[src/rtl/reg_file_arbiter_pkg.sv]
// Shared types and constants for the register-file arbiter.
// Latency: n/a (declarations only).
// Backpressure: n/a.
package reg_file_arbiter_pkg;

    typedef enum logic [1:0] {
        IDLE    = 2'd0,
        ACCESS  = 2'd1,
        WAIT_RD = 2'd2,
        RESP    = 2'd3
    } state_t;

    localparam logic REQ_RX  = 1'b0;
    localparam logic REQ_DBG = 1'b1;

    localparam int PROTECTED_REGS_DEFAULT = 4;

    // Rd_Timeout is limited to 1..15, so four bits always suffice.
    localparam int TMO_CNT_W = 4;

endpackage

[src/rtl/reg_file_arbiter_rr_arbiter_2.sv]
// Two-way round-robin pick; the requester not granted last wins a tie.
// Latency: combinational.
// Backpressure: none, grant follows valid inputs directly.
module rr_arbiter_2
    import reg_file_arbiter_pkg::*;
(
    input  logic       valid0,
    input  logic       valid1,
    input  logic       last_grant,
    output logic [1:0] grant
);

    always_comb begin
        grant = 2'b00;
        if (valid0 && (!valid1 || last_grant == REQ_DBG)) begin
            grant = 2'b01;
        end else if (valid1) begin
            grant = 2'b10;
        end
    end

endmodule

[src/rtl/reg_file_arbiter.sv]
// Serializes two requesters onto the single-port register file.
// Latency: strobe at k+1, write resp k+2, read resp k+3+wait (timeout k+2+Rd_Timeout).
// Backpressure: Ready only in IDLE toward the round-robin winner.
module reg_file_arbiter
    import reg_file_arbiter_pkg::*;
#(
    parameter int Data_width     = 8,
    parameter int REG_File_Depth = 16,
    parameter int Address_Depth  = $clog2(REG_File_Depth),
    parameter int Rd_Timeout     = 4,
    parameter int Protected_Regs = PROTECTED_REGS_DEFAULT
) (
    input  logic                     clk,
    input  logic                     rst,
    input  logic                     Req0_Valid,
    input  logic                     Req0_Wr,
    input  logic [Address_Depth-1:0] Req0_Addr,
    input  logic [Data_width-1:0]    Req0_WrData,
    output logic                     Req0_Ready,
    output logic                     Req0_Resp_Valid,
    output logic [Data_width-1:0]    Req0_RdData,
    output logic                     Req0_Err,
    input  logic                     Req1_Valid,
    input  logic                     Req1_Wr,
    input  logic [Address_Depth-1:0] Req1_Addr,
    input  logic [Data_width-1:0]    Req1_WrData,
    output logic                     Req1_Ready,
    output logic                     Req1_Resp_Valid,
    output logic [Data_width-1:0]    Req1_RdData,
    output logic                     Req1_Err,
    output logic [Address_Depth-1:0] REG_Address,
    output logic                     REG_WrEn,
    output logic                     REG_RdEn,
    output logic [Data_width-1:0]    REG_WrData,
    input  logic [Data_width-1:0]    REG_RdData,
    input  logic                     REG_Rd_Valid
);

    localparam logic [Address_Depth:0] PROT_LIMIT = (Address_Depth + 1)'(Protected_Regs);
    localparam logic [TMO_CNT_W-1:0]  TMO_LIMIT  = TMO_CNT_W'(Rd_Timeout);

    state_t                   state;
    state_t                   state_nxt;
    logic [1:0]               grant;
    logic                     sel;
    logic                     accept;
    logic                     last_grant;
    logic                     owner;
    logic                     cap_wr;
    logic                     prot_err;
    logic [TMO_CNT_W-1:0]     cnt;
    logic                     tmo_hit;
    logic [Data_width-1:0]    resp_data;
    logic                     resp_err;
    logic                     req_wr;
    logic [Address_Depth-1:0] req_addr;
    logic [Data_width-1:0]    req_wdata;
    logic                     req_prot;

    rr_arbiter_2 u_rr_arbiter_2 (
        .valid0     (Req0_Valid),
        .valid1     (Req1_Valid),
        .last_grant (last_grant),
        .grant      (grant)
    );

    assign sel       = grant[1];
    assign accept    = (state == IDLE) && rst && (grant != 2'b00);
    assign req_wr    = sel ? Req1_Wr     : Req0_Wr;
    assign req_addr  = sel ? Req1_Addr   : Req0_Addr;
    assign req_wdata = sel ? Req1_WrData : Req0_WrData;
    // Low addresses belong to the UART controller; the debug master may only read them.
    assign req_prot  = req_wr && (sel == REQ_DBG) && ({1'b0, req_addr} < PROT_LIMIT);
    assign tmo_hit   = (cnt + 1'b1) == TMO_LIMIT;

    always_ff @(posedge clk or negedge rst) begin
        if (!rst) begin
            state <= IDLE;
        end else begin
            state <= state_nxt;
        end
    end

    always_comb begin
        state_nxt = state;
        case (state)
            IDLE:    if (accept) state_nxt = ACCESS;
            ACCESS:  state_nxt = cap_wr ? RESP : WAIT_RD;
            WAIT_RD: if (REG_Rd_Valid || tmo_hit) state_nxt = RESP;
            RESP:    state_nxt = IDLE;
            default: state_nxt = IDLE;
        endcase
    end

    always_comb begin
        Req0_Ready      = (state == IDLE) && rst && grant[0];
        Req1_Ready      = (state == IDLE) && rst && grant[1];
        Req0_Resp_Valid = (state == RESP) && (owner == REQ_RX);
        Req1_Resp_Valid = (state == RESP) && (owner == REQ_DBG);
        Req0_RdData     = Req0_Resp_Valid ? resp_data : '0;
        Req1_RdData     = Req1_Resp_Valid ? resp_data : '0;
        Req0_Err        = Req0_Resp_Valid && resp_err;
        Req1_Err        = Req1_Resp_Valid && resp_err;
    end

    // Strobe registers are loaded on acceptance so they are high only during ACCESS.
    always_ff @(posedge clk or negedge rst) begin
        if (!rst) begin
            REG_Address <= '0;
            REG_WrEn    <= 1'b0;
            REG_RdEn    <= 1'b0;
            REG_WrData  <= '0;
            owner       <= REQ_RX;
            cap_wr      <= 1'b0;
            prot_err    <= 1'b0;
            cnt         <= '0;
            resp_data   <= '0;
            resp_err    <= 1'b0;
            last_grant  <= REQ_DBG;
        end else begin
            REG_Address <= '0;
            REG_WrEn    <= 1'b0;
            REG_RdEn    <= 1'b0;
            REG_WrData  <= '0;
            case (state)
                IDLE: begin
                    if (accept) begin
                        owner       <= sel;
                        cap_wr      <= req_wr;
                        prot_err    <= req_prot;
                        REG_Address <= req_addr;
                        REG_WrEn    <= req_wr && !req_prot;
                        REG_RdEn    <= !req_wr;
                        REG_WrData  <= req_wr ? req_wdata : '0;
                    end
                end
                ACCESS: begin
                    if (cap_wr) begin
                        resp_data <= '0;
                        resp_err  <= prot_err;
                    end else begin
                        cnt <= '0;
                    end
                end
                WAIT_RD: begin
                    if (REG_Rd_Valid) begin
                        resp_data <= REG_RdData;
                        resp_err  <= 1'b0;
                    end else begin
                        cnt <= cnt + 1'b1;
                        if (tmo_hit) begin
                            resp_data <= '0;
                            resp_err  <= 1'b1;
                        end
                    end
                end
                RESP: begin
                    last_grant <= owner;
                end
                default: ;
            endcase
        end
    end

endmodule

[config.mk]
export PLATFORM = sky130hd
export DESIGN_NAME = reg_file_arbiter
export DESIGN_NICKNAME = d
export VERILOG_FILES = /design/src/rtl/reg_file_arbiter_pkg.sv /design/src/rtl/reg_file_arbiter_rr_arbiter_2.sv /design/src/rtl/reg_file_arbiter.sv
export SDC_FILE = /design/constraint.sdc
export NUM_CORES = 1
export LEC_CHECK = 0
export CAP_MARGIN = 20
export CORE_ASPECT_RATIO = 0.8
export CORE_MARGIN = 3
export CORE_UTILIZATION = 33
export CTS_CLUSTER_DIAMETER = 100
export DETAILED_ROUTE_END_ITERATION = 8
export DONT_BUFFER_PORTS = 1
export SLEW_MARGIN = 20
export SYNTH_ARGS = -nofsm -noshare
export SYNTH_HDL_FRONTEND = slang
export SYNTH_SLANG_ARGS = --single-unit
[constraint.sdc]
create_clock -name clk -period 2.3 [get_ports clk]
set_input_delay 0.345 -clock clk [delete_from_list [all_inputs] [get_ports clk]]
set_output_delay 0.345 -clock clk [all_outputs]
set_load 0.005 [all_outputs]
Yosys cells after proc, flatten, opt, wreduce, memory -nomap -nowiden
Index checks and enable logic that the tools add are counted.

Word-level logic and storage cells: 80. Output and inout bits: 36. Input port bits: 39. Register bits after elaboration: 33.

Reductions and logical operators: 24. Add/sub/neg operators: 1. $lt $le $gt $ge: 1. Bitwise operators: 1. Mux-type cells: 31. Equality and inequality tests: 10.

Operators by type and width (count): $mux 8 (9); $mux 4 (5); $pmux 8 s2 (1); $logic_and 1x1->1 (12); $ne 2x2->1 const B (5); $mux 1 (9); $mux 2 (4); $pmux 2 s4 (1); $pmux 4 s2 (1); $reduce_and 3->1 (2); $add 4x1->4 const B (1); $eq 2x2->1 const B (2); $eq 4x3->1 const B (1); $lt 4x3->1 const B (1); $reduce_and 2->1 (2); $reduce_bool 2->1 (2); $logic_not 1->1 (3); $ne 3x3->1 const B (1); $eq 2x1->1 const B (1); $logic_not 2->1 (1); $logic_or 1x1->1 (2); $pmux 1 s2 (1); $not 1->1 (1).

Depth between registers and ports, before layout
Depth in word-level cells: 11. Gate-level depth with buffers: 7.

Hierarchy
Synthesis repeated with hierarchy kept, for this count alone.

Cell total of the unflattened synthesis: 168. Area total of the unflattened synthesis: 1731.7 µm².

By module, submodules not included: reg_file_arbiter (cells an instance 165, area each 1712.9 µm², times used 1); rr_arbiter_2 (cells an instance 3, area each 18.8 µm², times used 1).

Worst setup path before layout
No wires, ideal clock.

Path kind: reg-to-reg. Start point: register state[0]. End point: register state[1]. Path buffers: 1. Path slack: 0.604 ns. Stages on the path, launching flop included: 8. Data arrival time: 1.571 ns. Data required time: 2.175 ns. Path through: dfrtp_1 -> inv_1 -> ha_1 -> buf_4 -> nand2b_4 -> or2_4 -> o21ai_2 -> mux2_4.

Word-level cells in the longest chain between the ends: 5.

RTL lines: from (decl) (RTL line reg_file_arbiter.sv:42) `state_t state;`; from (signal assigned) (RTL line reg_file_arbiter.sv:80) `state <= state_nxt;`; $logic_not 2->1 (RTL line reg_file_arbiter.sv:68, reg_file_arbiter.sv:86); $logic_and 1x1->1 (2 in series) (RTL line reg_file_arbiter.sv:68) `assign accept = (state == IDLE) && rst && (grant != 2'b00);`; $ne 2x2->1 (no line); $reduce_and 2->1 (no line).

Several ways; a longest one is shown, not always the timed one. A chain may end at the register's enable or synchronous reset.

Worst setup path in the final report
Start point: register state[1]. End point: output port Req0_RdData[3].

Word-level cells in the longest chain between the ends: 3.

RTL lines: $eq 2x2->1 (RTL line reg_file_arbiter.sv:98) `Req0_Resp_Valid = (state == RESP) && (owner == REQ_RX);`; $logic_and 1x1->1 (RTL line reg_file_arbiter.sv:98); $mux 8 (RTL line reg_file_arbiter.sv:100) `Req0_RdData = Req0_Resp_Valid ? resp_data : '0;`; to (decl) (RTL line reg_file_arbiter.sv:21) `output logic [Data_width-1:0] Req0_RdData,`.

Every way passes these cells.

==> summary.md <==
| Metric | Value |
|---|---|
| Status | finished, final reports clean |
| Worst R2R Path Depth | 6 |
| Root Buffer | clkbuf_8 |
| Sequential fraction of the synthesis area | 47.5% |
| Largest net degree at the start of global routing | 34 |
| Avg Cell Area, Syn | 9.78 um2 |
| Placed Instance Area | 1790 um2 |
| DR vias | 1303 |
| Slew HR | 49.3% |
| Synth Cell Area | 1740 um2 |
| Setup crit start kind | register |
| Reg clk slew, reported paths | 0.06 ns |
| Global-route wire length before repair | 6.55 mm |
| Final HPWL DP | 2.91 mm |
| Sink Count | 33 |
| Vias in the first global route | 1264 |
| Post-route DRC | 0 |
| Core area | 4840 um2 |
| Clk_lat worst skew | 0.27 ns |
| Post_cts resized | 0 |
| Crit path DAT | 1.59 ns |
| H-tree depth | 2 |
| Ys async rst share | 100% |
| GR Util All Layers | 13.3% |
| Die area | 6190 um2 |
| Layout cells sized above 1 | 10.6% |
| TritonCTS buffer count | 5 |
| Final Cycle Share | 84.3% |
| Max cap viols | 0 |
| Die width | 87.2 um |
| Crit Reg-Reg Startpoint | state[0] |
| Largest family of logic cells by synthesized area | simple AND/OR/NAND/NOR gates |
| Number of synthesized flops with an enable pin | 0 |
| # diodes | 0 |
| Top_reg_cell synth | dfrtp_1 |
| Reg-to-reg slack, setup | 0.40 ns |
| Max Freq | 0.516 GHz |
| Remaining global-route overflow | 0 |
| Setup TNS | 0 ns |
| Synth Area in XOR/XNOR | 0% |
| Synth Area in Adders | 5.03% |
| Fin area | 1900 um2 |
| Hold Startpoint | Req1_Addr[3] |
| Final WL | 4.03 mm |
| Area Growth Syn to Fin | 9.35% |
| P per Cell Area | 1060 nW/um2 |
| Synth Area in Simple Gates | 22.8% |
| Syn_nets | 224 |
| Crit path largest cell delay | 0.43 ns |
| # IOs | 75 |
| Type of the worst setup path | reg2out |
| Number of synthesis warnings | 0 |
| Final hold vios | 0 |
| Crit Path Max Fanout | 12 |
| Initial antenna violation count | 0 |
| Unrepaired setup endpoints after global routing | no |
| Clock Tree Buf Depth | 2 |
| Setup Skew | 0.00309 ns |
| Post-synthesis compound-gate area fraction | 19.3% |
| Synth unique cells | 39 |
| Leak | 0.899 nW |
| Postcts setup bufs | 0 |
| Hold-fix buffers, CTS | 2 |
| FP Rows | 22 |
| Max Slew Vio Count | 0 |
| Cells after Synth | 178 |
| Initial drt markers | 80 |
| Final #Nets | 225 |
| Endpoints failing setup | 0 |
| Worst setup EP type | output port |
| Crit-path cells | ha_1, nor2b_1, buf_4, and2_1 |
| Pre-Repair DR Iteration Count | 4 |
| Hold crit path type | in2reg |
| Synthesized flop and latch total | 33 |
| Final Power | 2.03 mW |
| Wire length per cell | 16.9 um |
| ANT nets after route | 0 |
| Hold Path End | prot_err |
| Final Non-Filler Cells | 239 |
| R2R Path End | state[1] |
| Post-synthesis mux area share | 1.51% |
| Die height | 71.0 um |
| Total instance count after detailed placement | 230 |
| CP required | 1.96 ns |
| Number of vias per cell | 5.45 |
| Fin worst setup slack | 0.361 ns |
| Tightest Pin Transition | 0.759 ns |
| Hold Path Depth | 1 |
| Worst slack, placed | 0.415 ns |
| Port Buf Inserts | 0 |
| Starting Density | 35.9% |
| CTS tree | yes |
| CP max stage cell | dfrtp_1 |
| RD Place Congestion | 0.762 |
| Final min period | 1.94 ns |
| Max VDD drop | 0.000455 V |
[worst max-delay path: cells and delay by family (launching register included)]
kind / cells / cell delay (ns)
flops: 1 / 0.43
buf+inv: 1 / 0.16
simple gates: 2 / 0.33
fa+ha+maj: 1 / 0.39
[stage by stage]
stage	hold WS (ns)	utilization, %
after floorplan	0.0494	-
after global placement	0.0501	36.9
after detailed placement	0.0502	36.9
after CTS	0.154	39.3
after global routing	0.150	39.3
final	0.165	39.3
[Yosys cell counts (3+ instances only)]
cell type / count / share of area, %
nor2_1: 3 / 0.65
a21oi_1: 16 / 4.6
o21ai_0: 7 / 2.0
ha_1: 7 / 5.0
and2_1: 10 / 3.6
inv_1: 6 / 1.3
a22o_1: 11 / 5.5
and3_1: 12 / 4.3
dfrtp_1: 32 / 46
nand3_1: 17 / 4.9
clkbuf_1: 7 / 1.5
nand2_1: 20 / 4.3
[layout make-up]
cell class / count / area, um2
fillers: 468 / 2940
multi-input cells: 129 / 847
flip-flops and latches: 33 / 827
clock buffers: 7 / 86.3
well taps: 60 / 75.1
repair buffers: 4 / 45.0
inverters: 6 / 22.5
[worst max-delay path by stage]
stage	startpoint	end	slack, ns	depth (start not counted)
after global placement	state[1]	resp_data[0]	0.46	5
after global routing	state[1]	Req0_RdData[3]	0.20	4
after CTS	state[1]	Req0_RdData[3]	0.35	4
after floorplan	state[0]	state[1]	0.60	7
after detailed placement	state[0]	state[1]	0.42	6
final	state[1]	Req0_RdData[3]	0.36	4
[logic make-up (layout without fill, tap and decap cells)]
family                     count (synthesis)  after routing
and+or+nand+nor                           73             73
buffers and inverters                     16             17
DFF                                       33             33
adders and majority gates                  7              7
AOI/OAI and AO/OA                         47             47
muxes                                      2              2
[state kept, by name, summed over array words and instances (netlist names)]
signal,flops
cnt,4
cap_wr,1
last_grant,1
prot_err,1
resp_err,1
state,2
owner,1
resp_data,8
REG_WrData,8
REG_RdEn,1
REG_Address,4
REG_WrEn,1
[where the power goes]
| part | switching [mW] | internal (mW) | leakage [nW] |
|---|---|---|---|
| combinational | 0.436 | 0.318 | 0.414 |
| clock | 0.195 | 0.237 | 0.0443 |
| sequential | 0.130 | 0.710 | 0.441 |
| total | 0.761 | 1.27 | 0.899 |
[layout by cell type (no fill, tap or decap), drive strengths merged, types with 2 or more instances in the layout]
cell type and count:
dfrtp 32, nand2 20, nand3 17, a21oi 16
and3 12, a22o 11, and2 10, o21ai 9
ha 7, clkbuf 7, inv 6, nor2 3
nand2b 3, o211ai 3, buf 3, nand3b 2
a21boi 2, mux2 2
[routing by layer]
metal	vias up	GRT usage [%]	routed length, um	share of wire, %
li1	637	-	-	-
met5	-	0	0	0
met4	0	3.92	25	0.62
met2	42	19.2	1860	46
met3	2	4.89	302	7.5
met1	622	18.5	1840	46
(Power assumes the default switching activity.)
